--- src/rtl/axi2apb_ctrl_pkg.sv ---
// Shared definitions for the axi2apb command consumer: FSM encoding,
// AXI response codes and the fixed 32-bit data path geometry.
package axi2apb_ctrl_pkg;

  localparam int DATA_BITS = 32;
  localparam int STRB_BITS = 4;

  localparam logic [1:0] RESP_OKAY   = 2'b00;
  localparam logic [1:0] RESP_SLVERR = 2'b10;

  typedef enum logic [2:0] {
    ST_IDLE   = 3'd0,
    ST_WAIT_W = 3'd1,
    ST_SETUP  = 3'd2,
    ST_ACCESS = 3'd3,
    ST_RESP   = 3'd4
  } state_e;

  // Map the APB slave error flag onto an AXI xRESP code.
  function automatic logic [1:0] apb_resp(input logic slverr);
    return slverr ? RESP_SLVERR : RESP_OKAY;
  endfunction

endpackage

--- src/rtl/axi2apb_ctrl_if.sv ---
// Bundle of the command-FIFO head, AXI W/R/B channels and APB bus seen by
// the axi2apb controller. The controller uses the master modport (it is the
// APB master); the surrounding logic or a bench uses the slave modport.
interface axi2apb_ctrl_if
  import axi2apb_ctrl_pkg::*;
#(
  parameter int ID_BITS   = 4,
  parameter int ADDR_BITS = 24
);

  // Command FIFO head
  logic                 cmd_empty;
  logic                 cmd_read;
  logic [ID_BITS-1:0]   cmd_id;
  logic [ADDR_BITS-1:0] cmd_addr;
  logic                 cmd_err;
  logic                 finish_wr;
  logic                 finish_rd;

  // AXI write data
  logic [DATA_BITS-1:0] WDATA;
  logic [STRB_BITS-1:0] WSTRB;
  logic                 WLAST;
  logic                 WVALID;
  logic                 WREADY;

  // AXI write response
  logic [ID_BITS-1:0]   BID;
  logic [1:0]           BRESP;
  logic                 BVALID;
  logic                 BREADY;

  // AXI read data
  logic [ID_BITS-1:0]   RID;
  logic [DATA_BITS-1:0] RDATA;
  logic [1:0]           RRESP;
  logic                 RLAST;
  logic                 RVALID;
  logic                 RREADY;

  // APB
  logic                 psel;
  logic                 penable;
  logic                 pwrite;
  logic [ADDR_BITS-1:0] paddr;
  logic [DATA_BITS-1:0] pwdata;
  logic [STRB_BITS-1:0] pstrb;
  logic [DATA_BITS-1:0] prdata;
  logic                 pready;
  logic                 pslverr;

  modport master (
    input  cmd_empty, cmd_read, cmd_id, cmd_addr, cmd_err,
    output finish_wr, finish_rd,
    input  WDATA, WSTRB, WLAST, WVALID,
    output WREADY,
    output BID, BRESP, BVALID,
    input  BREADY,
    output RID, RDATA, RRESP, RLAST, RVALID,
    input  RREADY,
    output psel, penable, pwrite, paddr, pwdata, pstrb,
    input  prdata, pready, pslverr
  );

  modport slave (
    output cmd_empty, cmd_read, cmd_id, cmd_addr, cmd_err,
    input  finish_wr, finish_rd,
    output WDATA, WSTRB, WLAST, WVALID,
    input  WREADY,
    input  BID, BRESP, BVALID,
    output BREADY,
    input  RID, RDATA, RRESP, RLAST, RVALID,
    output RREADY,
    input  psel, penable, pwrite, paddr, pwdata, pstrb,
    output prdata, pready, pslverr
  );

endinterface

--- src/rtl/axi2apb_ctrl.sv ---
// axi2apb controller: pops one command at a time from the command FIFO,
// runs the APB transfer (taking write data from AXI W), returns the AXI R or
// B response and pulses finish_rd/finish_wr on the response handshake.
module axi2apb_ctrl
  import axi2apb_ctrl_pkg::*;
#(
  parameter int ID_BITS   = 4,
  parameter int ADDR_BITS = 24
) (
  input  logic           clk,
  input  logic           reset,
  axi2apb_ctrl_if.master bus
);

  state_e                state_q, state_d;
  logic                  psel_q, psel_d;
  logic                  penable_q, penable_d;
  logic                  pwrite_q, pwrite_d;
  logic [ADDR_BITS-1:0]  paddr_q, paddr_d;
  logic [DATA_BITS-1:0]  pwdata_q, pwdata_d;
  logic [STRB_BITS-1:0]  pstrb_q, pstrb_d;
  logic [DATA_BITS-1:0]  rdata_q, rdata_d;
  logic [ID_BITS-1:0]    rid_q, rid_d;
  logic [ID_BITS-1:0]    bid_q, bid_d;
  logic [1:0]            rresp_q, rresp_d;
  logic [1:0]            bresp_q, bresp_d;
  logic                  rvalid_q, rvalid_d;
  logic                  bvalid_q, bvalid_d;
  // Direction and error flag of the command in flight.
  logic                  is_read_q, is_read_d;
  logic                  err_q, err_d;
  // Set for the one IDLE cycle after a pop so the FIFO head can advance
  // before it is looked at again.
  logic                  hold_q, hold_d;

  logic                  finish_rd;
  logic                  finish_wr;
  logic                  unused_wlast;

  // Single-beat commands only, so the W channel's last flag carries no info.
  assign unused_wlast = bus.WLAST;

  assign finish_rd = rvalid_q & bus.RREADY;
  assign finish_wr = bvalid_q & bus.BREADY;

  // Next-state and holding-register update for the transfer sequencer.
  always_comb begin
    state_d   = state_q;
    psel_d    = psel_q;
    penable_d = penable_q;
    pwrite_d  = pwrite_q;
    paddr_d   = paddr_q;
    pwdata_d  = pwdata_q;
    pstrb_d   = pstrb_q;
    rdata_d   = rdata_q;
    rid_d     = rid_q;
    bid_d     = bid_q;
    rresp_d   = rresp_q;
    bresp_d   = bresp_q;
    rvalid_d  = rvalid_q;
    bvalid_d  = bvalid_q;
    is_read_d = is_read_q;
    err_d     = err_q;
    hold_d    = 1'b0;

    case (state_q)
      ST_IDLE: begin
        if (!hold_q && !bus.cmd_empty) begin
          is_read_d = bus.cmd_read;
          err_d     = bus.cmd_err;
          if (!bus.cmd_err) begin
            paddr_d  = bus.cmd_addr;
            pwrite_d = ~bus.cmd_read;
          end
          if (bus.cmd_read) begin
            rid_d = bus.cmd_id;
            if (bus.cmd_err) begin
              // Unsupported read: answer immediately, never touch APB.
              rdata_d  = '0;
              rresp_d  = RESP_SLVERR;
              rvalid_d = 1'b1;
              state_d  = ST_RESP;
            end else begin
              pstrb_d = '0;
              psel_d  = 1'b1;
              state_d = ST_SETUP;
            end
          end else begin
            // Writes always wait for their W beat, even when unsupported.
            bid_d   = bus.cmd_id;
            state_d = ST_WAIT_W;
          end
        end
      end

      ST_WAIT_W: begin
        if (bus.WVALID) begin
          pwdata_d = bus.WDATA;
          pstrb_d  = bus.WSTRB;
          if (err_q) begin
            bresp_d  = RESP_SLVERR;
            bvalid_d = 1'b1;
            state_d  = ST_RESP;
          end else begin
            psel_d  = 1'b1;
            state_d = ST_SETUP;
          end
        end
      end

      ST_SETUP: begin
        // pready is not looked at here; SETUP is always exactly one cycle.
        penable_d = 1'b1;
        state_d   = ST_ACCESS;
      end

      ST_ACCESS: begin
        if (bus.pready) begin
          psel_d    = 1'b0;
          penable_d = 1'b0;
          if (is_read_q) begin
            rdata_d  = bus.prdata;
            rresp_d  = apb_resp(bus.pslverr);
            rvalid_d = 1'b1;
          end else begin
            bresp_d  = apb_resp(bus.pslverr);
            bvalid_d = 1'b1;
          end
          state_d = ST_RESP;
        end
      end

      ST_RESP: begin
        if (finish_rd) begin
          rvalid_d = 1'b0;
          hold_d   = 1'b1;
          state_d  = ST_IDLE;
        end else if (finish_wr) begin
          bvalid_d = 1'b0;
          hold_d   = 1'b1;
          state_d  = ST_IDLE;
        end
      end

      default: begin
        state_d   = ST_IDLE;
        psel_d    = 1'b0;
        penable_d = 1'b0;
        rvalid_d  = 1'b0;
        bvalid_d  = 1'b0;
      end
    endcase
  end

  // State and registered outputs; reset aborts any transfer in flight.
  always_ff @(posedge clk or negedge reset) begin
    if (!reset) begin
      state_q   <= ST_IDLE;
      psel_q    <= 1'b0;
      penable_q <= 1'b0;
      pwrite_q  <= 1'b0;
      paddr_q   <= '0;
      pwdata_q  <= '0;
      pstrb_q   <= '0;
      rdata_q   <= '0;
      rid_q     <= '0;
      bid_q     <= '0;
      rresp_q   <= '0;
      bresp_q   <= '0;
      rvalid_q  <= 1'b0;
      bvalid_q  <= 1'b0;
      is_read_q <= 1'b0;
      err_q     <= 1'b0;
      hold_q    <= 1'b0;
    end else begin
      state_q   <= state_d;
      psel_q    <= psel_d;
      penable_q <= penable_d;
      pwrite_q  <= pwrite_d;
      paddr_q   <= paddr_d;
      pwdata_q  <= pwdata_d;
      pstrb_q   <= pstrb_d;
      rdata_q   <= rdata_d;
      rid_q     <= rid_d;
      bid_q     <= bid_d;
      rresp_q   <= rresp_d;
      bresp_q   <= bresp_d;
      rvalid_q  <= rvalid_d;
      bvalid_q  <= bvalid_d;
      is_read_q <= is_read_d;
      err_q     <= err_d;
      hold_q    <= hold_d;
    end
  end

  assign bus.finish_rd = finish_rd;
  assign bus.finish_wr = finish_wr;

  assign bus.WREADY    = (state_q == ST_WAIT_W);

  assign bus.BID       = bid_q;
  assign bus.BRESP     = bresp_q;
  assign bus.BVALID    = bvalid_q;

  assign bus.RID       = rid_q;
  assign bus.RDATA     = rdata_q;
  assign bus.RRESP     = rresp_q;
  assign bus.RLAST     = rvalid_q;
  assign bus.RVALID    = rvalid_q;

  assign bus.psel      = psel_q;
  assign bus.penable   = penable_q;
  assign bus.pwrite    = pwrite_q;
  assign bus.paddr     = paddr_q;
  assign bus.pwdata    = pwdata_q;
  assign bus.pstrb     = pstrb_q;

endmodule
--- src/flat_wrapper.sv ---
// flat-port wrapper written by rule: the top's interface ports become plain ports
module axi2apb_ctrl_flat import axi2apb_ctrl_pkg::*;
#(
  parameter int ID_BITS   = 4,
  parameter int ADDR_BITS = 24
)
  (clk, reset, bus_cmd_empty, bus_cmd_read, bus_cmd_id, bus_cmd_addr, bus_cmd_err, bus_finish_wr, bus_finish_rd, bus_WDATA, bus_WSTRB, bus_WLAST, bus_WVALID, bus_WREADY, bus_BID, bus_BRESP, bus_BVALID, bus_BREADY, bus_RID, bus_RDATA, bus_RRESP, bus_RLAST, bus_RVALID, bus_RREADY, bus_psel, bus_penable, bus_pwrite, bus_paddr, bus_pwdata, bus_pstrb, bus_prdata, bus_pready, bus_pslverr);
  axi2apb_ctrl_if #(.ID_BITS(ID_BITS), .ADDR_BITS(ADDR_BITS)) bus_i ();
  input  logic clk;
  input  logic reset;
  input wire logic [$bits(bus_i.cmd_empty)-1:0] bus_cmd_empty;
  input wire logic [$bits(bus_i.cmd_read)-1:0] bus_cmd_read;
  input wire logic [$bits(bus_i.cmd_id)-1:0] bus_cmd_id;
  input wire logic [$bits(bus_i.cmd_addr)-1:0] bus_cmd_addr;
  input wire logic [$bits(bus_i.cmd_err)-1:0] bus_cmd_err;
  output wire logic [$bits(bus_i.finish_wr)-1:0] bus_finish_wr;
  output wire logic [$bits(bus_i.finish_rd)-1:0] bus_finish_rd;
  input wire logic [$bits(bus_i.WDATA)-1:0] bus_WDATA;
  input wire logic [$bits(bus_i.WSTRB)-1:0] bus_WSTRB;
  input wire logic [$bits(bus_i.WLAST)-1:0] bus_WLAST;
  input wire logic [$bits(bus_i.WVALID)-1:0] bus_WVALID;
  output wire logic [$bits(bus_i.WREADY)-1:0] bus_WREADY;
  output wire logic [$bits(bus_i.BID)-1:0] bus_BID;
  output wire logic [$bits(bus_i.BRESP)-1:0] bus_BRESP;
  output wire logic [$bits(bus_i.BVALID)-1:0] bus_BVALID;
  input wire logic [$bits(bus_i.BREADY)-1:0] bus_BREADY;
  output wire logic [$bits(bus_i.RID)-1:0] bus_RID;
  output wire logic [$bits(bus_i.RDATA)-1:0] bus_RDATA;
  output wire logic [$bits(bus_i.RRESP)-1:0] bus_RRESP;
  output wire logic [$bits(bus_i.RLAST)-1:0] bus_RLAST;
  output wire logic [$bits(bus_i.RVALID)-1:0] bus_RVALID;
  input wire logic [$bits(bus_i.RREADY)-1:0] bus_RREADY;
  output wire logic [$bits(bus_i.psel)-1:0] bus_psel;
  output wire logic [$bits(bus_i.penable)-1:0] bus_penable;
  output wire logic [$bits(bus_i.pwrite)-1:0] bus_pwrite;
  output wire logic [$bits(bus_i.paddr)-1:0] bus_paddr;
  output wire logic [$bits(bus_i.pwdata)-1:0] bus_pwdata;
  output wire logic [$bits(bus_i.pstrb)-1:0] bus_pstrb;
  input wire logic [$bits(bus_i.prdata)-1:0] bus_prdata;
  input wire logic [$bits(bus_i.pready)-1:0] bus_pready;
  input wire logic [$bits(bus_i.pslverr)-1:0] bus_pslverr;
  assign bus_i.cmd_empty = bus_cmd_empty;
  assign bus_i.cmd_read = bus_cmd_read;
  assign bus_i.cmd_id = bus_cmd_id;
  assign bus_i.cmd_addr = bus_cmd_addr;
  assign bus_i.cmd_err = bus_cmd_err;
  assign bus_finish_wr = bus_i.finish_wr;
  assign bus_finish_rd = bus_i.finish_rd;
  assign bus_i.WDATA = bus_WDATA;
  assign bus_i.WSTRB = bus_WSTRB;
  assign bus_i.WLAST = bus_WLAST;
  assign bus_i.WVALID = bus_WVALID;
  assign bus_WREADY = bus_i.WREADY;
  assign bus_BID = bus_i.BID;
  assign bus_BRESP = bus_i.BRESP;
  assign bus_BVALID = bus_i.BVALID;
  assign bus_i.BREADY = bus_BREADY;
  assign bus_RID = bus_i.RID;
  assign bus_RDATA = bus_i.RDATA;
  assign bus_RRESP = bus_i.RRESP;
  assign bus_RLAST = bus_i.RLAST;
  assign bus_RVALID = bus_i.RVALID;
  assign bus_i.RREADY = bus_RREADY;
  assign bus_psel = bus_i.psel;
  assign bus_penable = bus_i.penable;
  assign bus_pwrite = bus_i.pwrite;
  assign bus_paddr = bus_i.paddr;
  assign bus_pwdata = bus_i.pwdata;
  assign bus_pstrb = bus_i.pstrb;
  assign bus_i.prdata = bus_prdata;
  assign bus_i.pready = bus_pready;
  assign bus_i.pslverr = bus_pslverr;
  axi2apb_ctrl #(.ID_BITS(ID_BITS), .ADDR_BITS(ADDR_BITS)) u_core (.clk(clk), .reset(reset), .bus(bus_i));
endmodule
--- config.mk ---
export PLATFORM = sky130hd
export DESIGN_NAME = axi2apb_ctrl_flat
export DESIGN_NICKNAME = d
export VERILOG_FILES = /design/src/rtl/axi2apb_ctrl_pkg.sv /design/src/rtl/axi2apb_ctrl_if.sv /design/src/rtl/axi2apb_ctrl.sv /design/src/flat_wrapper.sv
export SDC_FILE = /design/constraint.sdc
export NUM_CORES = 1
export LEC_CHECK = 0
export BUFFER_PORTS_ARGS = -buffer_cell sky130_fd_sc_hd__buf_2
export CAP_MARGIN = 15
export CORE_ASPECT_RATIO = 1.5
export CORE_MARGIN = 2
export CORE_UTILIZATION = 35
export CTS_CLUSTER_SIZE = 20
export DETAILED_ROUTE_END_ITERATION = 6
export PLACE_DENSITY = 0.73
export SYNTH_ARGS = -nofsm -noshare
export SYNTH_HDL_FRONTEND = slang
export SYNTH_SLANG_ARGS = --single-unit
--- constraint.sdc ---
create_clock -name clk -period 6.2 [get_ports clk]
set_clock_uncertainty 0.05 [all_clocks]
set_input_delay 0.62 -clock clk [delete_from_list [all_inputs] [get_ports clk]]
set_output_delay 0.62 -clock clk [all_outputs]
set_load 0.03 [all_outputs]
# After elaboration in Yosys (flattened, before gate mapping)
# Cells that the tools add are included.
# word_totals
ff_bits	115
elab_cells	124
# op_classes
n_eq_ne	18
muxes	57
bitwise_logic	8
reduce_logical	24
# ops
cell	count
$mux W32	5
$pmux W32 S2	1
$mux W3	8
$mux W1	21
$reduce_and A7 Y1	3
$mux W2	10
$ne A2 B2 Y1 const B	10
$mux W4	4
$pmux W3 S5	1
$pmux W1 S4	3
$reduce_and A5 Y1	2
$reduce_and A3 Y1	3
$pmux W2 S2	2
$pmux W4 S2	1
$eq A3 B2 Y1 const B	2
$ne A2 B1 Y1 const B	3
$not A1 Y1	6
$reduce_and A2 Y1	3
$reduce_and A6 Y1	1
$reduce_bool A2 Y1	3
$reduce_or A2 Y1	3
$reduce_and A4 Y1	1
$eq A3 B1 Y1 const B	1
$eq A3 B3 Y1 const B	1
7 further kinds	9

# Logic depth before layout (Yosys ltp)
# Gate-level depths: netlist of run 1.
# logic_depth
depth_word	4
ltp_mapped	7
ltp_nobuf	4

# Worst setup path before layout of run 1
# Ideal clock, no wire load.
# synth_timing
path_kind	input -> register
startpoint	in bus_cmd_empty
endpoint	reg u_core.paddr_q[10] (netlist: u_core.bus.paddr[10])
arrival_time_ps	1940
required_ps	6025
path_slack_ps	4085
path_stages	6
n_path_buf	3
path_cell_list	or2_2 -> clkbuf_1 -> or3_1 -> buf_6 -> buf_12 -> mux2_4
# synth_between
elab_chain_cells	3
# synth_rtl
element	line_no	source
start, declared	flat_wrapper.sv:11	input wire logic [$bits(bus_i.cmd_empty)-1:0] bus_cmd_empty;
$logic_not A1 Y1	axi2apb_ctrl.sv:68	if (!hold_q && !bus.cmd_empty) begin
$logic_and A1 B1 Y1	axi2apb_ctrl.sv:68	
$reduce_and A3 Y1 (no line)	-	
end signal, assigned	axi2apb_ctrl.sv:180	paddr_q <= paddr_d;
end, declared	axi2apb_ctrl.sv:19	logic [ADDR_BITS-1:0] paddr_q, paddr_d;
# Every way passes these cells.
# A chain may end at the register's enable or synchronous reset.

# Final worst setup path of run 1
# layout_timing
startpoint	reg u_core.state_q[0]
endpoint	reg u_core.rresp_q[1] (netlist: u_core.bus.RRESP[1])
# layout_between
elab_chain_cells	3
word_cells_on_any_way	10
# layout_rtl
element	line_no	source
start, declared	axi2apb_ctrl.sv:15	state_e state_q, state_d;
start signal, assigned	axi2apb_ctrl.sv:176	state_q <= state_d;
$eq A3 B2 Y1 or $logic_not A3 Y1 (tied branches)	axi2apb_ctrl.sv:66	case (state_q)
$ne A2 B1 Y1 (no line), or another cell as far along	-	
$reduce_and A6 Y1 (no line)	-	
end signal, assigned	axi2apb_ctrl.sv:186	rresp_q <= rresp_d;
end, declared	axi2apb_ctrl.sv:25	logic [1:0] rresp_q, rresp_d;
# Parallel ways exist; a longest one is shown, timed or not.

==> results of run 1 <==
-- cells by family after synthesis --
family / after synthesis
other cells: 1
simple gates: 73
buf+inv: 59
mux: 101
compound gates: 27
flops: 113
-- cells in the mapped netlist, types with 3 or more instances --
library cell,number
o21ai_0,8
nor2_1,6
nand2b_1,4
clkbuf_1,8
o2bb2ai_1,4
dfrtp_1,113
nand3b_1,3
buf_4,3
mux2_2,47
buf_1,3
mux2_4,20
buf_2,6
a32o_1,3
a21oi_1,4
nor2b_1,3
nand3_1,3
nand2_1,42
inv_1,35
mux2i_1,34
-- critical path: stages (launching register included) --
cell and delay [ns]:
dfrtp_1 0.67, and3b_1 0.24, buf_4 0.34, a32o_2 0.23
buf_4 0.46, mux2_2 0.39
-- per-stage QoR --
step	instances	power, mW
after floorplan	375	2.49
after global placement	734	2.94
after detailed placement	734	2.99
after CTS	766	3.87
after global routing	766	4.04
final	766	3.82
-- path summary, 6_finish.rpt --
| check | start | end | cells after the start |
|---|---|---|---|
| setup / recovery | u_core.state_q[0] | u_core.bus.RRESP[1] | 5 |
| max in group asynchronous | reset | u_core.bus.RDATA[20] | 2 |
| hold / removal | reset | u_core.bus.paddr[0] | 1 |
| min in group clk | bus_WSTRB[3] | u_core.bus.pstrb[3] | 2 |
| hold reg to reg | u_core.bus.pwdata[19] | u_core.bus.pwdata[19] | 1 |
| setup reg to reg | u_core.state_q[0] | u_core.bus.RRESP[1] | 5 |
-- per-layer routing --
layer	vias to the layer above	GRT usage [%]	wire length, µm
met4	0	4.86	130
met2	161	28.2	5990
met5	-	0	0
li1	1686	-	-
met3	9	5.11	831
met1	1723	17.7	4450
-- power by group through the flow --
stage	clock, mW	combinational (mW)	sequential (mW)
3_5_place_dp	0	1.71	1.28
2_1_floorplan	0	0.618	1.87
5_1_grt	0.915	1.81	1.31
4_1_cts	0.883	1.72	1.27
3_3_place_gp	0	1.68	1.26
6_report	0.860	1.70	1.27
-- sequential cells by signal, indices dropped and copies added, names as in the netlist --
signal / count
u_core.state_q: 3
u_core.bus.RDATA: 32
u_core.bus.BVALID: 1
u_core.bus.paddr: 24
u_core.bus.pwrite: 1
u_core.bus.RID: 4
u_core.bus.RRESP: 1
u_core.bus.BID: 4
u_core.bus.BRESP: 1
u_core.is_read_q: 1
u_core.bus.penable: 1
u_core.hold_q: 1
u_core.bus.psel: 1
u_core.bus.pstrb: 4
u_core.err_q: 1
u_core.bus.pwdata: 32
u_core.bus.RLAST: 1
-- layout by cell type, fill, tap and decap left out, types with 6 or more instances in the layout --
cell and n:
nand2_1 42, nor2_1 6, mux2_4 20, dfrtp_1 113
clkinv_2 7, mux2_2 47, mux2i_1 34, buf_4 6
inv_1 35, o21ai_0 8, buf_2 215, clkbuf_16 17
-- layout make-up --
type                       count  share of cell area, %
tap                          162                   3.10
multi-input combinational    203                   26.4
clock buffer                  21                   7.05
timing repair buffer         221                   17.2
inverter                      35                   2.01
sequential                   113                   43.3
clock inverter                11                  0.996
==> out/qor.csv, run 1 <==
metric,value,unit
Gate power share,44.3,%
Detail Route Antenna Nets,0,
NetSw,1.61,mW
Total Wirelength,11400,µm
share of cells above drive strength 1,53.3,%
nets,698,
Final TNS setup,0,ns
yosys warns,0,
number of cell rows,52,
Final GP Congestion,0.800,
CTS Buf Count,17,
final critical-path setup slack,3.67,ns
gate count after technology mapping,374,
worst-skew pair later-pin latency,0.40,ns
number of antenna violations at the first check in global routing,0,
total of buffers placed on input and output ports,216,
internal cell power,2.21,mW
area share of the leading cell type in the synthesized netlist,58.5,%
status,"finished, final reports clean",
Yosys reg bits,113,
share of the core filled with cells in the final layout,48.5,%
maximum fanout count along the critical path,35,
Boundary Pins,220,
Clock power frac,22.5,%
post-DR wirelength/cell,14.9,µm
adder-cell area share of the yosys netlist,0,%
number of fill cells,1231,
"post-synthesis share of cell area spent on and, or, nand and nor gates",7.27,%
final worst path period need,2.53,ns
fraction of the mapped netlist area in compound gates,3.99,%
total count of hold-check failures in the final report,0,
number of gates resized after CTS,0,
combinational family with the most area after synthesis,multiplexers,
count of endpoints failing setup in the final report,0,
horizontal extent of the die,100,µm
top flip-flop cell by instance count after synthesis,dfrtp_1,
Core Box Area,0.0135,mm²
signed area change from the synthesized netlist to the final layout,35.1,%
worst vdd rail ir drop,0.247,mV
final hold slack,0.197,ns
H-Tree Depth,4,
Detailed Place HPWL,8400,µm
Yosys top cell by area,dfrtp_1,
Register-to-Register Setup Slack,3.67,ns
share of the synthesized netlist area taken by xor and xnor gates,0,%
Pre-Repair DR Iteration Count,4,
post-synthesis sequential area ratio,58.5,%
Highest Clock Rate,395,MHz
pin count of the biggest net entering global routing,62,
number of global-route vias before repair,3790,
cell types occupying the most area after synthesis,"dfrtp_1 (59%), mux2_2 (11%), mux2i_1 (7.0%)",
RSZ-0062 raised after global routing,no,
placement-stage worst setup slack,3.70,ns
Post-CTS Setup Repair Bufs,0,
path category of the worst min-delay check,primary input to asynchronous set/reset pin,
share of the clock period used by the worst path,40.8,%
Post-Layout Inst Area,0.00653,mm²
syn avg cell area,12.9,µm²
global routing usage summed across all routing layers,15.8,%
DR vias/cell,4.67,
Initial Utilization,35.9,%
Clock Sinks,113,
number of flops mapped to enable cells by yosys,0,
buffer depth of the longest clock path,2,
multiplexer fraction of the synthesized cell area,24.2,%
# diodes,0,
clock tree from TritonCTS,built,
Syn Std Cell Area,0.00483,mm²
Setup CP Type,register to register,
count of routing violations after the opening detailed-route iteration,58,
Worst Setup End Kind,register,
pwr dens,586,mW/mm²
clock-pin slew on the worst setup and hold paths,0.06,ns
register cell area after layout,0.00283,mm²
via total after detailed routing,3579,
switching part of the total,42.1,%
final max-slew violation count,0,
asr flop ratio synth,100,%
GRT Residual Overflow,0,
area of combinational cells with multiple inputs,0.00172,mm²
CP required,6.43,ns
area of the die,0.0148,mm²
worst slew pin tran,0.759,ns
y dimension of the die,148,µm
count of different cell masters after synthesis,40,
max-slew headroom at the worst pin,49.4,%
global-route wire length before repair,18600,µm
CP startpoint kind,register,
max-cap violation count,0,
remaining design rule violation count,0,
Sequential Power Share,33.2,%
leakage power total,3.30,nW
root buf cell,clkbuf_16,
Arrival @ worst endpoint,2.76,ns
area after detailed placement,0.00601,mm²
hold-fix buffer count after cts,0,
Note: power is estimated with default switching activity, not from simulation.
==> inputs of run 2 (changes only) <==
--- a/config.mk
+++ b/config.mk
@@ -5,6 +5,7 @@
 export SDC_FILE = /design/constraint.sdc
 export NUM_CORES = 1
 export LEC_CHECK = 0
+export ABC_AREA = 1
 export BUFFER_PORTS_ARGS = -buffer_cell sky130_fd_sc_hd__buf_2
 export CAP_MARGIN = 15
 export CORE_ASPECT_RATIO = 1.5
@@ -12,7 +13,7 @@
 export CORE_UTILIZATION = 35
 export CTS_CLUSTER_SIZE = 20
 export DETAILED_ROUTE_END_ITERATION = 6
-export PLACE_DENSITY = 0.73
+export PLACE_DENSITY = 0.75
 export SYNTH_ARGS = -nofsm -noshare
 export SYNTH_HDL_FRONTEND = slang
 export SYNTH_SLANG_ARGS = --single-unit
==> constraint.sdc (replaced) <==
create_clock -name clk -period 2.1 [get_ports clk]
set_clock_uncertainty 0.05 [all_clocks]
set_input_delay 0.21 -clock clk [delete_from_list [all_inputs] [get_ports clk]]
set_output_delay 0.21 -clock clk [all_outputs]
set_load 0.03 [all_outputs]
==> out/qor.csv, run 2 <==
metric,value,unit
root buf cell,clkbuf_16,
CP required,2.34,ns
path category of the worst min-delay check,primary input to register,
Min-Delay Path Depth,3,
pwr dens,1520,mW/mm²
Yosys top cell by area,dfrtp_1,
Worst Setup End Kind,register,
switching part of the total,44.1,%
number of antenna violations at the first check in global routing,0,
length in cells of the worst reg-to-reg path,7,
count of placed standard cells including taps,910,
DR vias/cell,4.56,
Clock Sinks,113,
top flip-flop cell by instance count after synthesis,dfrtp_1,
NetSw,4.94,mW
max-slew headroom at the worst pin,59.4,%
Register-to-Register Setup Slack,0.30,ns
WHS Endpoint,u_core.bus.RDATA[8],
total of buffers placed on input and output ports,216,
cell types occupying the most area after synthesis,"dfrtp_1 (60%), nand2_1 (21%), o21ai_0 (3.4%)",
leakage power total,4.04,nW
global-route wire length before repair,22400,µm
final worst path period need,1.80,ns
worst vdd rail ir drop,0.736,mV
syn avg cell area,8.64,µm²
Final GP Congestion,0.841,
Pre-Repair DR Iteration Count,4,
startpoint of the most critical register-to-register path,u_core.state_q[2],
area of the die,0.0145,mm²
Highest Clock Rate,554,MHz
worst-skew pair later-pin latency,0.40,ns
horizontal extent of the die,98.9,µm
signed area change from the synthesized netlist to the final layout,55.5,%
Sequential Power Share,31.2,%
pin count of the biggest net entering global routing,114,
post-DR wirelength/cell,13.3,µm
H-Tree Depth,4,
count of endpoints failing setup in the final report,0,
status,"finished, final reports clean",
gate count after technology mapping,548,
total count of hold-check failures in the final report,0,
number of gates resized after CTS,0,
GRT Residual Overflow,0,
buffer depth of the longest clock path,2,
y dimension of the die,146,µm
hold path startpoint,bus_prdata[8],
area after detailed placement,0.00595,mm²
non-filler instance count after layout,1025,
Core Box Area,0.0133,mm²
asr flop ratio synth,100,%
number of cell rows,52,
yosys warns,0,
Clock power frac,25.0,%
share of the core filled with cells in the final layout,55.2,%
area share of the leading cell type in the synthesized netlist,59.8,%
internal cell power,6.26,mW
remaining design rule violation count,0,
Post-Layout Inst Area,0.00736,mm²
number of global-route vias before repair,4694,
most common library cell in the layout ignoring fill and taps,nand2_1,
Gate power share,43.8,%
global routing usage summed across all routing layers,19.2,%
CP startpoint kind,register,
post-synthesis sequential area ratio,59.8,%
Yosys reg bits,113,
final hold slack,0.0153,ns
maximum fanout count along the critical path,18,
max-cap violation count,0,
clock tree from TritonCTS,built,
Detail Route Antenna Nets,0,
list of most frequent post-synthesis cells,"nand2_1 (260), dfrtp_1 (113), o21ai_0 (32)",
share of cells above drive strength 1,32.2,%
Arrival @ worst endpoint,2.04,ns
number of flops mapped to enable cells by yosys,0,
Final TNS setup,0,ns
Detailed Place HPWL,8740,µm
share of the clock period used by the worst path,85.9,%
most common cell in the synthesized netlist,nand2_1,
Boundary Pins,220,
CTS Buf Count,17,
count of routing violations after the opening detailed-route iteration,124,
nets,957,
Initial Utilization,35.5,%
RSZ-0062 raised after global routing,no,
count of different cell masters after synthesis,23,
final max-slew violation count,0,
Reg2Reg Capture Point,u_core.bus.paddr[1],
Total Wirelength,13700,µm
Setup CP Type,register to register,
via total after detailed routing,4671,
number of fill cells,1178,
clock-pin slew on the worst setup and hold paths,0.05,ns
# diodes,0,
worst slew pin tran,0.608,ns
"top library cells by usage in the layout, fill and taps aside","nand2_1 (260), buf_2 (215), dfrtp_1 (113)",
Syn Std Cell Area,0.00473,mm²
## run 2: cell families (layout without fill, tap and decap cells)
logic type,Yosys count,count (layout),synth area share [%]
AND/OR/NAND/NOR,301,301,24.9
flip-flops,113,113,59.8
other,1,2,0.0792
AO/OA/AOI/OAI,82,82,9.62
buffers and inverters,51,365,5.63
## run 2: area by class of cell
type	instances	area, µm²	share of cell area (%)
repair buffers	309	2010	27.4
flip-flops and latches	113	2830	38.4
clock buffers	22	474	6.44
multi-input cells	385	1640	22.3
well taps	162	203	2.75
clock inverters	10	109	1.48
inverters	24	90.1	1.22
## run 2: how the worst max path moves through the flow
| stage | start | end | slack [ns] | cells after the start |
|---|---|---|---|---|
| finish | u_core.state_q[2] | u_core.bus.paddr[1] | 0.30 | 7 |
| global placement | u_core.state_q[1] | u_core.bus.pwdata[21] | 0.30 | 6 |
| global route | u_core.state_q[1] | u_core.bus.pwdata[23] | 0.09 | 6 |
| detailed placement | u_core.state_q[1] | u_core.bus.pwdata[27] | 0.26 | 6 |
| CTS | u_core.state_q[1] | u_core.bus.pwdata[5] | 0.26 | 6 |
| floorplan | u_core.state_q[2] | u_core.bus.paddr[11] | 0.59 | 8 |
## run 2: worst max-delay path, stage by stage, from the launching register on
cell and delay [ns]:
dfrtp_1 0.46, nor2_2 0.23, nand2_2 0.13, inv_2 0.09, nand2_2 0.20, buf_4 0.27
o21ai_0 0.19, nand2_1 0.07
## run 2: what timing repair did
item | 4_1_cts | 5_1_grt
hold buffers | 83 | 0
buffers inserted | 0 | 0
hold endpoints to repair | 195 | 0
## run 2: through the flow
| stage | power (mW) | setup slack (ns) |
|---|---|---|
| final | 11.2 | 0.296 |
| after global routing | 11.9 | 0.0914 |
| after CTS | 11.3 | 0.256 |
| after detailed placement | 8.31 | 0.259 |
| after global placement | 8.21 | 0.297 |
| after floorplan | 6.93 | 0.589 |
## run 2: layer usage
metal / track usage [%] / up-vias / part of all wire [%]
met3: 4.45 / 43 / 5.1
li1: - / 2323 / -
met1: 21.7 / 2141 / 38
met2: 33.3 / 164 / 53
met4: 9.93 / 0 / 3.9
met5: 0 / - / 0
## run 2: power groups by stage
stage | Sequential [mW] | Clock [mW] | Combinational [mW]
floorplan | 5.08 | 0 | 1.85
global placement | 3.48 | 0 | 4.73
detailed placement | 3.49 | 0 | 4.82
CTS | 3.47 | 2.88 | 4.94
global route | 3.59 | 2.97 | 5.36
finish | 3.49 | 2.80 | 4.91
==> inputs of run 3 (changes only) <==
--- a/config.mk
+++ b/config.mk
@@ -10,10 +10,10 @@
 export CAP_MARGIN = 15
 export CORE_ASPECT_RATIO = 1.5
 export CORE_MARGIN = 2
-export CORE_UTILIZATION = 35
+export CORE_UTILIZATION = 41
 export CTS_CLUSTER_SIZE = 20
 export DETAILED_ROUTE_END_ITERATION = 6
-export PLACE_DENSITY = 0.75
+export PLACE_DENSITY = 0.84
 export SYNTH_ARGS = -nofsm -noshare
 export SYNTH_HDL_FRONTEND = slang
 export SYNTH_SLANG_ARGS = --single-unit
==> out/qor.csv, run 3 (same netlist as run 2, synthesis figures left out) <==
metric,value,unit
status,"finished, final reports clean",
via total after detailed routing,4735,
cell chain of the critical path,inv_2 > nand3_1 > buf_4 > inv_1 > buf_2,
number of global-route vias before repair,4649,
number of cell rows,48,
pin count of the biggest net entering global routing,67,
Total Wirelength,13700,µm
H-Tree Depth,4,
Pre-Repair DR Iteration Count,5,
GRT Residual Overflow,0,
Detail Route Antenna Nets,0,
# diodes,0,
post-DR wirelength/cell,13.7,µm
Arrival @ worst endpoint,1.53,ns
share of the clock period used by the worst path,85.2,%
count of endpoints failing setup in the final report,0,
Setup CP Type,register to primary output,
number of buffers and inverters on the critical path,4,
Initial Utilization,41.5,%
Clock Sinks,113,
Core Box Area,0.0114,mm²
"top library cells by usage in the layout, fill and taps aside","nand2_1 (260), buf_2 (215), dfrtp_1 (113)",
clock-pin slew on the worst setup and hold paths,0.05,ns
area of the die,0.0124,mm²
Highest Clock Rate,559,MHz
leakage power total,3.96,nW
total count of hold-check failures in the final report,0,
worst slew pin tran,0.606,ns
Detailed Place HPWL,8700,µm
signed area change from the synthesized netlist to the final layout,51.2,%
share of cells above drive strength 1,33.1,%
most common library cell in the layout ignoring fill and taps,nand2_1,
final worst path period need,1.79,ns
DR vias/cell,4.75,
worst vdd rail ir drop,0.771,mV
share of the core filled with cells in the final layout,62.7,%
Boundary Pins,220,
y dimension of the die,136,µm
number of gates resized after CTS,0,
Final GP Congestion,0.892,
number of antenna violations at the first check in global routing,0,
final max-slew violation count,0,
max-slew headroom at the worst pin,59.6,%
stage delay of the slowest cell on the critical path,0.44,ns
path category of the worst min-delay check,primary input to register,
RSZ-0062 raised after global routing,no,
clock tree from TritonCTS,built,
CP required,1.84,ns
maximum fanout count along the critical path,8,
total of buffers placed on input and output ports,216,
global routing usage summed across all routing layers,21.9,%
CTS Buf Count,17,
global-route wire length before repair,21900,µm
root buf cell,clkbuf_16,
largest delay contributor family on the critical path,buffers and inverters,
horizontal extent of the die,91.7,µm
CP startpoint kind,register,
Post-CTS Setup Repair Bufs,0,
max-cap violation count,0,
master of the slowest instance on the critical path,dfrtp_1,
buffer depth of the longest clock path,2,
Worst Setup End Kind,primary output,
worst-skew pair later-pin latency,0.39,ns
pwr dens,1540,mW/mm²
remaining design rule violation count,0,
nets,941,
count of routing violations after the opening detailed-route iteration,192,
Final TNS setup,0,ns
number of fill cells,950,
-- run 3: changes by cell type in the layout (fill, tap and decap cells not counted) --
cell,before,now
buf_12,2,3
buf_4,9,10
bufinv_16,2,1
clkbuf_1,2,1
clkbuf_8,3,2
clkinv_2,5,6
clkinv_4,1,0
clkinvlp_4,2,4
dlygate4sd3_1,83,65
-- run 3: final cells by class --
class | count | area [µm²] | area share, %
clock buffers | 20 | 457 | 6.38
clock inverters | 11 | 90.1 | 1.26
repair buffers | 293 | 1860 | 26.0
inverters | 24 | 90.1 | 1.26
flip-flops and latches | 113 | 2830 | 39.5
well taps | 150 | 188 | 2.62
multi-input cells | 385 | 1640 | 22.9
-- run 3: worst min-delay path, delay by kind of cell --
family          cells  cell delay (ns)
simple gates        1             0.05
compound gates      1             0.06
buf+inv             1             0.09
-- run 3: per-layer routing --
metal  vias up  part of all wire (%)  global-route usage [%]
li1       2283                     -                       -
met1      2203                    38                    25.4
met2       203                    53                    37.8
met3        46                   5.1                    4.95
met4         0                   4.1                    11.5
met5         -                     0                       0
-- run 3: what timing repair did --
item                                    in CTS  in global routing
hold endpoints to repair                   107                  0
hold buffers                                65                  0
endpoints found under the setup margin       0                  0
-- run 3: where the power goes --
group | internal (mW) | switching (mW) | total [mW]
logic | 1.39 | 3.54 | 4.93
registers | 3.03 | 0.466 | 3.49
clock network | 1.67 | 0.957 | 2.62
total | 6.08 | 4.97 | 11.0
-- run 3: through the flow --
stage          power, mW  area (µm²)  instances  setup WS (ns)  hold WS, ns
2_1_floorplan       6.93        4740        549          0.589       -0.136
3_3_place_gp        8.18        5960        900          0.387        0.207
3_5_place_dp        8.29        5960        900          0.338        0.218
4_1_cts             11.1        7160        996          0.295     0.000152
5_1_grt             11.7        7160        996          0.182       0.0105
6_report            11.0        7160        996          0.311       0.0149
-- run 3: worst paths after layout --
kind	slack, ns	to	start	cells after the start
worst max register to register	0.33	u_core.bus.paddr[21]	u_core.state_q[2]	7
max in group asynchronous	1.04	u_core.bus.RDATA[13]	reset	3
min in group asynchronous	0.32	u_core.bus.pwdata[10]	reset	2
worst min-delay path	0.01	u_core.bus.RDATA[6]	bus_prdata[6]	3
worst max-delay path	0.31	bus_WREADY	u_core.state_q[1]	5
worst min register to register	0.41	u_core.bus.pwdata[6]	u_core.bus.pwdata[6]	2
